<file path="config.mk">
export PLATFORM = sky130hd
export DESIGN_NAME = knight_move_gen_flat
export DESIGN_NICKNAME = d
export VERILOG_FILES = /design/src/rtl/knight_move_gen_if.sv /design/src/rtl/knight_move_gen.sv /design/src/flat_wrapper.sv
export SDC_FILE = /design/constraint.sdc
export NUM_CORES = 1
export LEC_CHECK = 0
export BUFFER_PORTS_ARGS = -buffer_cell sky130_fd_sc_hd__buf_2
export CORE_AREA = 3 3 162 164
export CTS_CLUSTER_DIAMETER = 120
export DETAILED_ROUTE_END_ITERATION = 8
export DIE_AREA = 0 0 165 167
export MAX_ROUTING_LAYER = met4
export PLACE_DENSITY_LB_ADDON = 0.05
export SETUP_SLACK_MARGIN = 0.02
export SLEW_MARGIN = 25
export SYNTH_ARGS = -nofsm -noshare
export SYNTH_HDL_FRONTEND = slang
export SYNTH_SLANG_ARGS = --single-unit
</file>
<file path="constraint.sdc">
create_clock -name clk -period 4.1 [get_ports clk]
set_input_delay 0.82 -clock clk [delete_from_list [all_inputs] [get_ports clk]]
set_output_delay 0.82 -clock clk [all_outputs]
set_load 0.03 [all_outputs]
</file>
<file path="src/rtl/knight_move_gen_if.sv">
// Request/result bus between the move-selection logic and knight_move_gen.
// The board bus is shared with the knight-square scanner.
interface knight_move_gen_if;
    logic         start;
    logic [5:0]   square;
    logic [255:0] board;
    logic         busy;
    logic         done;
    logic [63:0]  move_mask;
    logic [63:0]  capture_mask;
    logic [3:0]   move_count;
    logic         bad_origin;

    modport master (
        output start, square, board,
        input  busy, done, move_mask, capture_mask, move_count, bad_origin
    );

    modport slave (
        input  start, square, board,
        output busy, done, move_mask, capture_mask, move_count, bad_origin
    );
endinterface

</file>
<file path="src/rtl/knight_move_gen.sv">
// Knight move sequencer/collector: walks the eight knight directions through
// the scanner and accumulates legal-target and capture masks plus a count.
module knight_move_gen (
    input  logic             clk,
    input  logic             rst_n,
    knight_move_gen_if.slave mg,
    output logic [5:0]       scan_position,
    output logic [2:0]       scan_direction,
    input  logic [5:0]       scan_nearest_position,
    input  logic [2:0]       scan_nearest_piece
);
    typedef enum logic [1:0] {IDLE, SCAN, DONE} state_t;

    state_t       state_q, state_d;
    logic [3:0]   step_q;
    logic         mover_q;
    logic         inb_q;
    logic [63:0]  move_mask_q, capture_mask_q;
    logic [3:0]   count_q;
    logic         bad_q;
    logic [5:0]   scan_pos_q;
    logic [2:0]   scan_dir_q;

    logic         accept;
    logic [3:0]   origin_nib;
    logic         origin_empty;
    logic [2:0]   org_file, org_rank;
    logic         inb_d;
    logic [3:0]   result_nib;
    logic         result_enemy;
    logic         result_legal;
    logic         result_capture;

    assign accept       = mg.start && (state_q != SCAN);
    assign origin_nib   = mg.board[{mg.square, 2'b00} +: 4];
    assign origin_empty = (origin_nib[2:0] == 3'b000);

    assign org_file = scan_pos_q[2:0];
    assign org_rank = scan_pos_q[5:3];

    // Result colour comes from the board bus; the type comes from the scanner.
    assign result_nib     = mg.board[{scan_nearest_position, 2'b00} +: 4];
    assign result_enemy   = (result_nib[3] != mover_q);
    assign result_legal   = (scan_nearest_piece == 3'b000) || result_enemy;
    assign result_capture = (scan_nearest_piece != 3'b000) && result_enemy;

    // In-bounds flag for the direction issued this step; the scanner output is stale when off-board.
    always_comb begin
        inb_d = 1'b0;
        case (step_q[2:0])
            3'd0: inb_d = (org_file >= 3'd2) && (org_rank >= 3'd1);
            3'd1: inb_d = (org_file >= 3'd1) && (org_rank >= 3'd2);
            3'd2: inb_d = (org_file <= 3'd6) && (org_rank >= 3'd2);
            3'd3: inb_d = (org_file <= 3'd5) && (org_rank >= 3'd1);
            3'd4: inb_d = (org_file <= 3'd5) && (org_rank <= 3'd6);
            3'd5: inb_d = (org_file <= 3'd6) && (org_rank <= 3'd5);
            3'd6: inb_d = (org_file >= 3'd1) && (org_rank <= 3'd5);
            3'd7: inb_d = (org_file >= 3'd2) && (org_rank <= 3'd6);
            default: inb_d = 1'b0;
        endcase
    end

    // State register.
    always_ff @(posedge clk or negedge rst_n) begin
        if (!rst_n) begin
            state_q <= IDLE;
        end else begin
            state_q <= state_d;
        end
    end

    // Next-state logic: an empty origin skips the sweep entirely.
    always_comb begin
        state_d = state_q;
        case (state_q)
            IDLE: begin
                if (mg.start) begin
                    state_d = origin_empty ? DONE : SCAN;
                end
            end
            SCAN: begin
                if (step_q == 4'd8) begin
                    state_d = DONE;
                end
            end
            DONE: begin
                if (mg.start) begin
                    state_d = origin_empty ? DONE : SCAN;
                end else begin
                    state_d = IDLE;
                end
            end
            default: state_d = IDLE;
        endcase
    end

    // Datapath: issue direction s while consuming the scanner result for s-1.
    always_ff @(posedge clk or negedge rst_n) begin
        if (!rst_n) begin
            step_q         <= '0;
            mover_q        <= 1'b0;
            inb_q          <= 1'b0;
            move_mask_q    <= '0;
            capture_mask_q <= '0;
            count_q        <= '0;
            bad_q          <= 1'b0;
            scan_pos_q     <= '0;
            scan_dir_q     <= '0;
        end else if (accept) begin
            step_q         <= '0;
            mover_q        <= origin_nib[3];
            inb_q          <= 1'b0;
            move_mask_q    <= '0;
            capture_mask_q <= '0;
            count_q        <= '0;
            bad_q          <= origin_empty;
            if (!origin_empty) begin
                scan_pos_q <= mg.square;
                scan_dir_q <= '0;
            end
        end else if (state_q == SCAN) begin
            step_q <= step_q + 4'd1;
            inb_q  <= inb_d;
            if (step_q < 4'd7) begin
                scan_dir_q <= step_q[2:0] + 3'd1;
            end
            if ((step_q != 4'd0) && inb_q && result_legal &&
                !move_mask_q[scan_nearest_position]) begin
                move_mask_q[scan_nearest_position] <= 1'b1;
                if (result_capture) begin
                    capture_mask_q[scan_nearest_position] <= 1'b1;
                end
                if (count_q != 4'd8) begin
                    count_q <= count_q + 4'd1;
                end
            end
        end
    end

    assign scan_position   = scan_pos_q;
    assign scan_direction  = scan_dir_q;
    assign mg.busy         = (state_q == SCAN);
    assign mg.done         = (state_q == DONE);
    assign mg.move_mask    = move_mask_q;
    assign mg.capture_mask = capture_mask_q;
    assign mg.move_count   = count_q;
    assign mg.bad_origin   = bad_q;
endmodule

</file>
<file path="src/flat_wrapper.sv">
// flat-port wrapper written by rule: the top's interface ports become plain ports
module knight_move_gen_flat 
  (clk, rst_n, scan_position, scan_direction, scan_nearest_position, scan_nearest_piece, mg_start, mg_square, mg_board, mg_busy, mg_done, mg_move_mask, mg_capture_mask, mg_move_count, mg_bad_origin);
  knight_move_gen_if mg_i ();
  input  logic clk;
  input  logic rst_n;
  output logic [5:0] scan_position;
  output logic [2:0] scan_direction;
  input  logic [5:0] scan_nearest_position;
  input  logic [2:0] scan_nearest_piece;
  input wire logic [$bits(mg_i.start)-1:0] mg_start;
  input wire logic [$bits(mg_i.square)-1:0] mg_square;
  input wire logic [$bits(mg_i.board)-1:0] mg_board;
  output wire logic [$bits(mg_i.busy)-1:0] mg_busy;
  output wire logic [$bits(mg_i.done)-1:0] mg_done;
  output wire logic [$bits(mg_i.move_mask)-1:0] mg_move_mask;
  output wire logic [$bits(mg_i.capture_mask)-1:0] mg_capture_mask;
  output wire logic [$bits(mg_i.move_count)-1:0] mg_move_count;
  output wire logic [$bits(mg_i.bad_origin)-1:0] mg_bad_origin;
  assign mg_i.start = mg_start;
  assign mg_i.square = mg_square;
  assign mg_i.board = mg_board;
  assign mg_busy = mg_i.busy;
  assign mg_done = mg_i.done;
  assign mg_move_mask = mg_i.move_mask;
  assign mg_capture_mask = mg_i.capture_mask;
  assign mg_move_count = mg_i.move_count;
  assign mg_bad_origin = mg_i.bad_origin;
  knight_move_gen u_core (.clk(clk), .rst_n(rst_n), .mg(mg_i), .scan_position(scan_position), .scan_direction(scan_direction), .scan_nearest_position(scan_nearest_position), .scan_nearest_piece(scan_nearest_piece));
endmodule
</file>
---- Yosys cells after proc, flatten, opt, wreduce, memory -nomap -nowiden ----
Cells that the tools add are included.
Widths: inputs -> output; s select.
operators by class
  add/sub/neg operators ................... 3
  magnitude comparators ................... 11
  equality and inequality tests ........... 16
  shift operators ......................... 2
  mux-type cells .......................... 29
  bitwise gates (word level) .............. 3
  reductions and logical operators ........ 33
operators by type and width
  kind                 number
  $shiftx 256x9->4     2
  $mux 64              7
  $or 64x64->64        2
  $mux 4               6
  $logic_and 1x1->1    14
  $eq 3x3->1 const B   4
  $le 3x3->1 const B   4
  $mux 3               4
  $reduce_bool 2->1    5
  $logic_not 3->1      3
  $reduce_and 3->1     3
  $add 4x1->4 const B  2
  $mux 2               4
  $pmux 1 s8           1
  $lt 6x7->1 const B   1
  $bmux 1 s6           1
  $demux 1 s6          1
  $eq 3x2->1 const B   2
  $ge 3x1->1 const B   2
  $ge 3x2->1 const B   2
  $ge 6x1->1 const B   1
  $pmux 2 s3           1
  $reduce_and 2->1     3
  $eq 4x4->1 const B   1
  other kinds (16)     21
word-level totals
  register bits after elaboration ......... 150
  input bits .............................. 274
  output and inout port bits .............. 144
  word-level logic and storage cells ...... 107

---- Logic depth before layout (Yosys ltp) ----
  depth in word-level cells ............... 9
  gate-level depth with buffers ........... 14

---- Worst setup path after synthesis ----
OpenSTA, ideal clock, no wires.
  path type ............................... input port to flip-flop
  start ................................... input mg_square[1]
  end ..................................... register u_core.scan_pos_q[4] (netlist: u_core.scan_position[4])
  data arrival time ....................... 3430 ps
  slack ................................... 546 ps
  stages on the path ...................... 8
  path through ............................ clkbuf_1 > mux4_2 > mux4_2 > and2_0 > a311o_1 > and2_1 > nor2_1 > mux2_2
on the way
  longest elaborated chain between the ends .. 4
ends and longest elaborated chain
  item                               line                    text
  start, declared                    flat_wrapper.sv:12      input wire logic [$bits(mg_i.square)-1:0] mg_square;
  $shiftx 256x9->4                   knight_move_gen.sv:35   assign origin_nib = mg.board[{mg.square, 2'b00} +: 4];
  $logic_not 3->1                    knight_move_gen.sv:36   assign origin_empty = (origin_nib[2:0] == 3'b000);
  $not 1->1 (no source line)         --
  $reduce_and 2->1 (no source line)  --
  end signal, assigned               knight_move_gen.sv:118  scan_pos_q <= mg.square;
  end, declared                      knight_move_gen.sv:21   logic [5:0] scan_pos_q;
No other way between the ends.
A chain may end at the register's enable or synchronous reset.

---- Worst setup path in the final report ----
  start ................................... input scan_nearest_position[2]
  end ..................................... register u_core.move_mask_q[20] (netlist: u_core.mg.move_mask[20])
on the way
  longest elaborated chain between the ends .. 8
  elaborated cells between the ends (all ways) .. 19
  classes of those cells .................. 2 x order compare; 1 x eq/ne; 1 x shift; 7 x mux; 1 x bitwise; 7 x reduce/logical
ends and longest elaborated chain
  item                                                                   line                    text
  start, declared                                                        flat_wrapper.sv:9       input logic [5:0] scan_nearest_position;
  $lt 6x7->1 (implied by the code) / $ge 6x1->1 (equally long branches)  knight_move_gen.sv:129  move_mask_q[scan_nearest_position] <= 1'b1;
  $logic_and 1x1->1 (implied by the code)                                knight_move_gen.sv:129
  $mux 1 (implied by the code)                                           knight_move_gen.sv:129
  $demux 1 s6                                                            --
  $or 64x64->64 (no source line)                                         --
  $mux 64                                                                knight_move_gen.sv:127  if ((step_q != 4'd0) && inb_q && result_legal &&
  $mux 64                                                                knight_move_gen.sv:121  end else if (state_q == SCAN) begin
  $mux 64                                                                knight_move_gen.sv:109  end else if (accept) begin
  end signal, assigned                                                   knight_move_gen.sv:103  move_mask_q <= '0;
  end signal, assigned                                                   knight_move_gen.sv:113  move_mask_q <= '0;
  end signal, assigned by index                                          knight_move_gen.sv:129
  end, declared                                                          knight_move_gen.sv:18   logic [63:0] move_mask_q, capture_mask_q;
Parallel ways exist; a longest one is shown, timed or not. The select of a mux whose other input is x is not followed.

==> summary.md <==
| Metric | Value |
|---|---|
| Final Hold Slack | `0.399 ns` |
| Final setup fails | `0` |
| Status | `finished clean` |
| Ys Warns | `0` |
| Max-Cap Viols | `0` |
| CORE AREA | `25,000 um^2` |
| Pwr/cell area | `407 nW/um^2` |
| Cell Chain, Critical Path | `buf_2 -> buf_4 -> nor2b_1 -> a22oi_1 -> a31o_2 -> a2111oi_0 -> or4b_4 -> nor4_4 -> buf_4 -> a31oi_1 -> nor2_1` |
| H-Tree Depth | `4` |
| Mux cell area share after synthesis | `13.2%` |
| Crit. path cell count | `11` |
| Delay of the slowest critical-path stage | `0.59 ns` |
| Reg clk slew, reported paths | `0.08 ns` |
| Fin crit period | `3.81 ns` |
| Vias in the first global route | `9,335` |
| RSZ-0062 raised after global routing | `false` |
| R2R Setup Slk | `0.53 ns` |
| Achievable Freq | `262 MHz` |
| RePlAce Congestion | `1.01` |
| CTS Buffer Depth | `2` |
| Routed WL | `40.6 mm` |
| Count leader, synth | `dfrtp_1` |
| Fraction of the mapped netlist area in simple logic gates | `19.5%` |
| Clk Tree Root Cell | `clkbuf_16` |
| EDFF count, synth | `0` |
| Critical Path Fanout Max | `30` |
| Residual DRC count | `0` |
| Final Non-Filler Cells | `1,671` |
| Area leader, netlist | `dfrtp_1` |
| Worst vdd ir | `0.000260 V` |
| # fillers | `2,463` |
| Reg2reg start | `u_core.step_q[0]` |
| CP dominant cell by count | `buf_4` |
| CP top delay family | `simple AND/OR/NAND/NOR gates` |
| Number of DRC markers in iteration 0 | `634` |
| Post-CTS resize count | `0` |
| Crit path to | `u_core.mg.move_mask[20]` |
| Post-detailed-route wirelength per cell | `24.3 um` |
| Synth top cells by count | `dfrtp_1, nand2_1, o21ai_0` |
| Setup TNS | `0 ns` |
| Mean Syn Cell Area | `9.58 um^2` |
| Antenna viol nets, final | `0` |
| Via density | `5.59` |
| Worst min path class | `in -> async` |
| Post-synth top area share | `43.4%` |
| Synth area leaders | `dfrtp_1, mux4_2, nand2_1` |
| First-pass DRT Iterations | `5` |
| Post-Synthesis Cells | `903` |
| CTS tree | `done` |
| Clk_lat worst skew | `0.43 ns` |
| Fraction of layout cells with a size suffix above 1 | `42.5%` |
| Post-synth cell types | `65` |
| XOR/XNOR share of the synthesized area | `0%` |
| FFs w/ async S/R, synth | `100%` |
| Die outline width | `165 um` |
| Clk sinks | `150` |
| CP Launch Point | `scan_nearest_position[2]` |
| Largest family of logic cells by synthesized area | `simple AND/OR/NAND/NOR gates` |
| GRT overflow | `0` |
| Largest net degree at the start of global routing | `76` |
| Number of hold buffers added after CTS | `0` |
| Nature of the critical path endpoint | `flip-flop` |
| Syn Nets | `1,184` |
| Crit Path Category | `in -> reg` |
| Starting density of the core | `34.5%` |
| Cell Area, Synth | `8650 um^2` |
| Most used DFF post-synth | `dfrtp_1` |
| Startpoint types | `input port` |
| Post-CTS Setup Inserts | `0` |
| R2R cell count | `11` |
| Final period utilization | `92.9%` |
| Final hold viol count | `0` |
| Synthesis-to-finish area growth | `37.3%` |
| Seq/Total Area, Yosys | `43.4%` |
| Dpl hpwl | `31.6 mm` |
| Placed Cells | `1,626` |
| CP Data Arrival Time | `4.17 ns` |
| Worst EP required | `4.46 ns` |
| DR vias | `9,345` |
| Row Count | `58` |
| Slew headroom | `38.9%` |
| Post-Synth Adder-Cell Area | `1.01%` |
| Post-synthesis compound-gate area fraction | `18.9%` |
| Io pins | `418` |
| Port Buffers | `417` |
| Leakage | `5.88 nW` |
| Slew of the pin with the lowest slew margin | `0.916 ns` |
| Clk_skew | `0.0151 ns` |
| Antenna violations before repair | `17` |
| Worst path bufs/invs | `3` |
| Slew Limit Fails | `0` |
| Nets@finish | `1,596` |
| Post-route cell area | `11,900 um^2` |
| First-pass GRT wire length | `59.7 mm` |
| Crit-path slowest cell | `or4b_4` |
| Dpl cell area | `11,200 um^2` |
| Reg2Reg Capture Point | `u_core.mg.move_mask[20]` |
| GRT Total Usage | `29.9%` |
| Die ar. | `27,600 um^2` |
| Cts bufs inserted | `17` |
| Die height | `167 um` |
| FF+latch count, synth | `150` |
sequential cells by signal, indices dropped and copies added (netlist names):
| register | cells |
|---|---|
| u_core.inb_q | 1 |
| u_core.mg.bad_origin | 1 |
| u_core.mg.capture_mask | 64 |
| u_core.mg.move_count | 4 |
| u_core.mg.move_mask | 64 |
| u_core.mover_q | 1 |
| u_core.scan_direction | 3 |
| u_core.scan_position | 6 |
| u_core.state_q | 2 |
| u_core.step_q | 4 |
cells in the final DEF (no fill, tap or decap), drive strengths merged, types with 4 or more instances in the layout:
cell type | Yosys | layout
a221oi | 8 | 8
a211o | 5 | 5
dfrtp | 150 | 150
and3 | 8 | 8
o21ai | 83 | 83
inv | 8 | 14
ha | 7 | 7
a31o | 5 | 5
nand3 | 11 | 11
nor3 | 48 | 48
diode | 0 | 13
nand4 | 7 | 7
nand2 | 117 | 117
clkbuf | 43 | 18
or3 | 4 | 4
a31oi | 57 | 57
nand2b | 9 | 9
buf | 28 | 464
mux4 | 34 | 34
clkinv | 1 | 9
nor3b | 8 | 8
a32o | 4 | 4
and2 | 8 | 8
o31ai | 4 | 4
a211oi | 15 | 15
nand3b | 12 | 12
nor2 | 70 | 70
nor2b | 7 | 7
mux2i | 15 | 15
a22oi | 13 | 13
mux2 | 20 | 20
nor4 | 25 | 25
a21oi | 26 | 26
a22o | 5 | 5
o32ai | 4 | 4
stage by stage:
| stage | util (%) | setup WS (ns) | total power, mW |
|---|---|---|---|
| 5_1_grt | 47.4 | 0.170 | 5.08 |
| 2_1_floorplan | - | 0.546 | 2.65 |
| 3_3_place_gp | 44.8 | -0.0786 | 3.22 |
| 3_5_place_dp | 44.8 | -0.104 | 3.23 |
| 6_report | 47.4 | 0.289 | 4.83 |
| 4_1_cts | 47.3 | 0.337 | 4.87 |
worst reg2reg max path: stages, from the launching register on:
cell and delay (ns):
dfrtp_1 0.47, inv_1 0.10, ha_1 0.24, nand2b_1 0.08, o21ai_0 0.14, a31o_2 0.26
a2111oi_0 0.58, or4b_4 0.59, nor4_4 0.39, buf_4 0.39, a31oi_1 0.16, nor2_1 0.10
cell families after synthesis:
kind of cell    Yosys count
simple gates            343
compound gates          254
flops                   150
buf+inv                  80
mux                      69
fa+ha+maj                 7
final cells by class:
| type | instances | area [um^2] | share of cell area (%) |
|---|---|---|---|
| timing repair buffer | 464 | 2470 | 20.8 |
| inverter | 9 | 33.8 | 0.284 |
| tap | 330 | 413 | 3.48 |
| sequential | 150 | 3750 | 31.6 |
| multi-input combinational | 673 | 4560 | 38.4 |
| clock buffer | 18 | 439 | 3.70 |
| antenna | 13 | 32.5 | 0.274 |
| clock inverter | 14 | 180 | 1.52 |
worst min path at each step:
stage / to / from
2_1_floorplan: u_core.inb_q / u_core.inb_q
3_3_place_gp: u_core.mg.capture_mask[34] / u_core.mg.capture_mask[34]
3_5_place_dp: u_core.mg.capture_mask[18] / u_core.mg.capture_mask[18]
4_1_cts: u_core.scan_direction[0] / rst_n
5_1_grt: u_core.scan_direction[0] / rst_n
6_report: u_core.scan_direction[0] / rst_n
metal layers:
layer,vias up,share of wire [%],routed length (um),GRT usage [%]
met4,0,2.5,1010,9.70
met3,47,7.6,3080,6.72
li1,4259,-,-,-
met2,402,49,20100,47.7
met1,4637,41,16500,37.6
met5,-,0,0,-
report_power, final:
part	total (mW)	internal, mW	switching [mW]	leakage [nW]
Combinational	1.47	0.525	0.943	3.51
Sequential	1.73	1.59	0.142	2.07
Clock	1.63	0.847	0.785	0.301
Total	4.83	2.96	1.87	5.88
(Power assumes the default switching activity.)
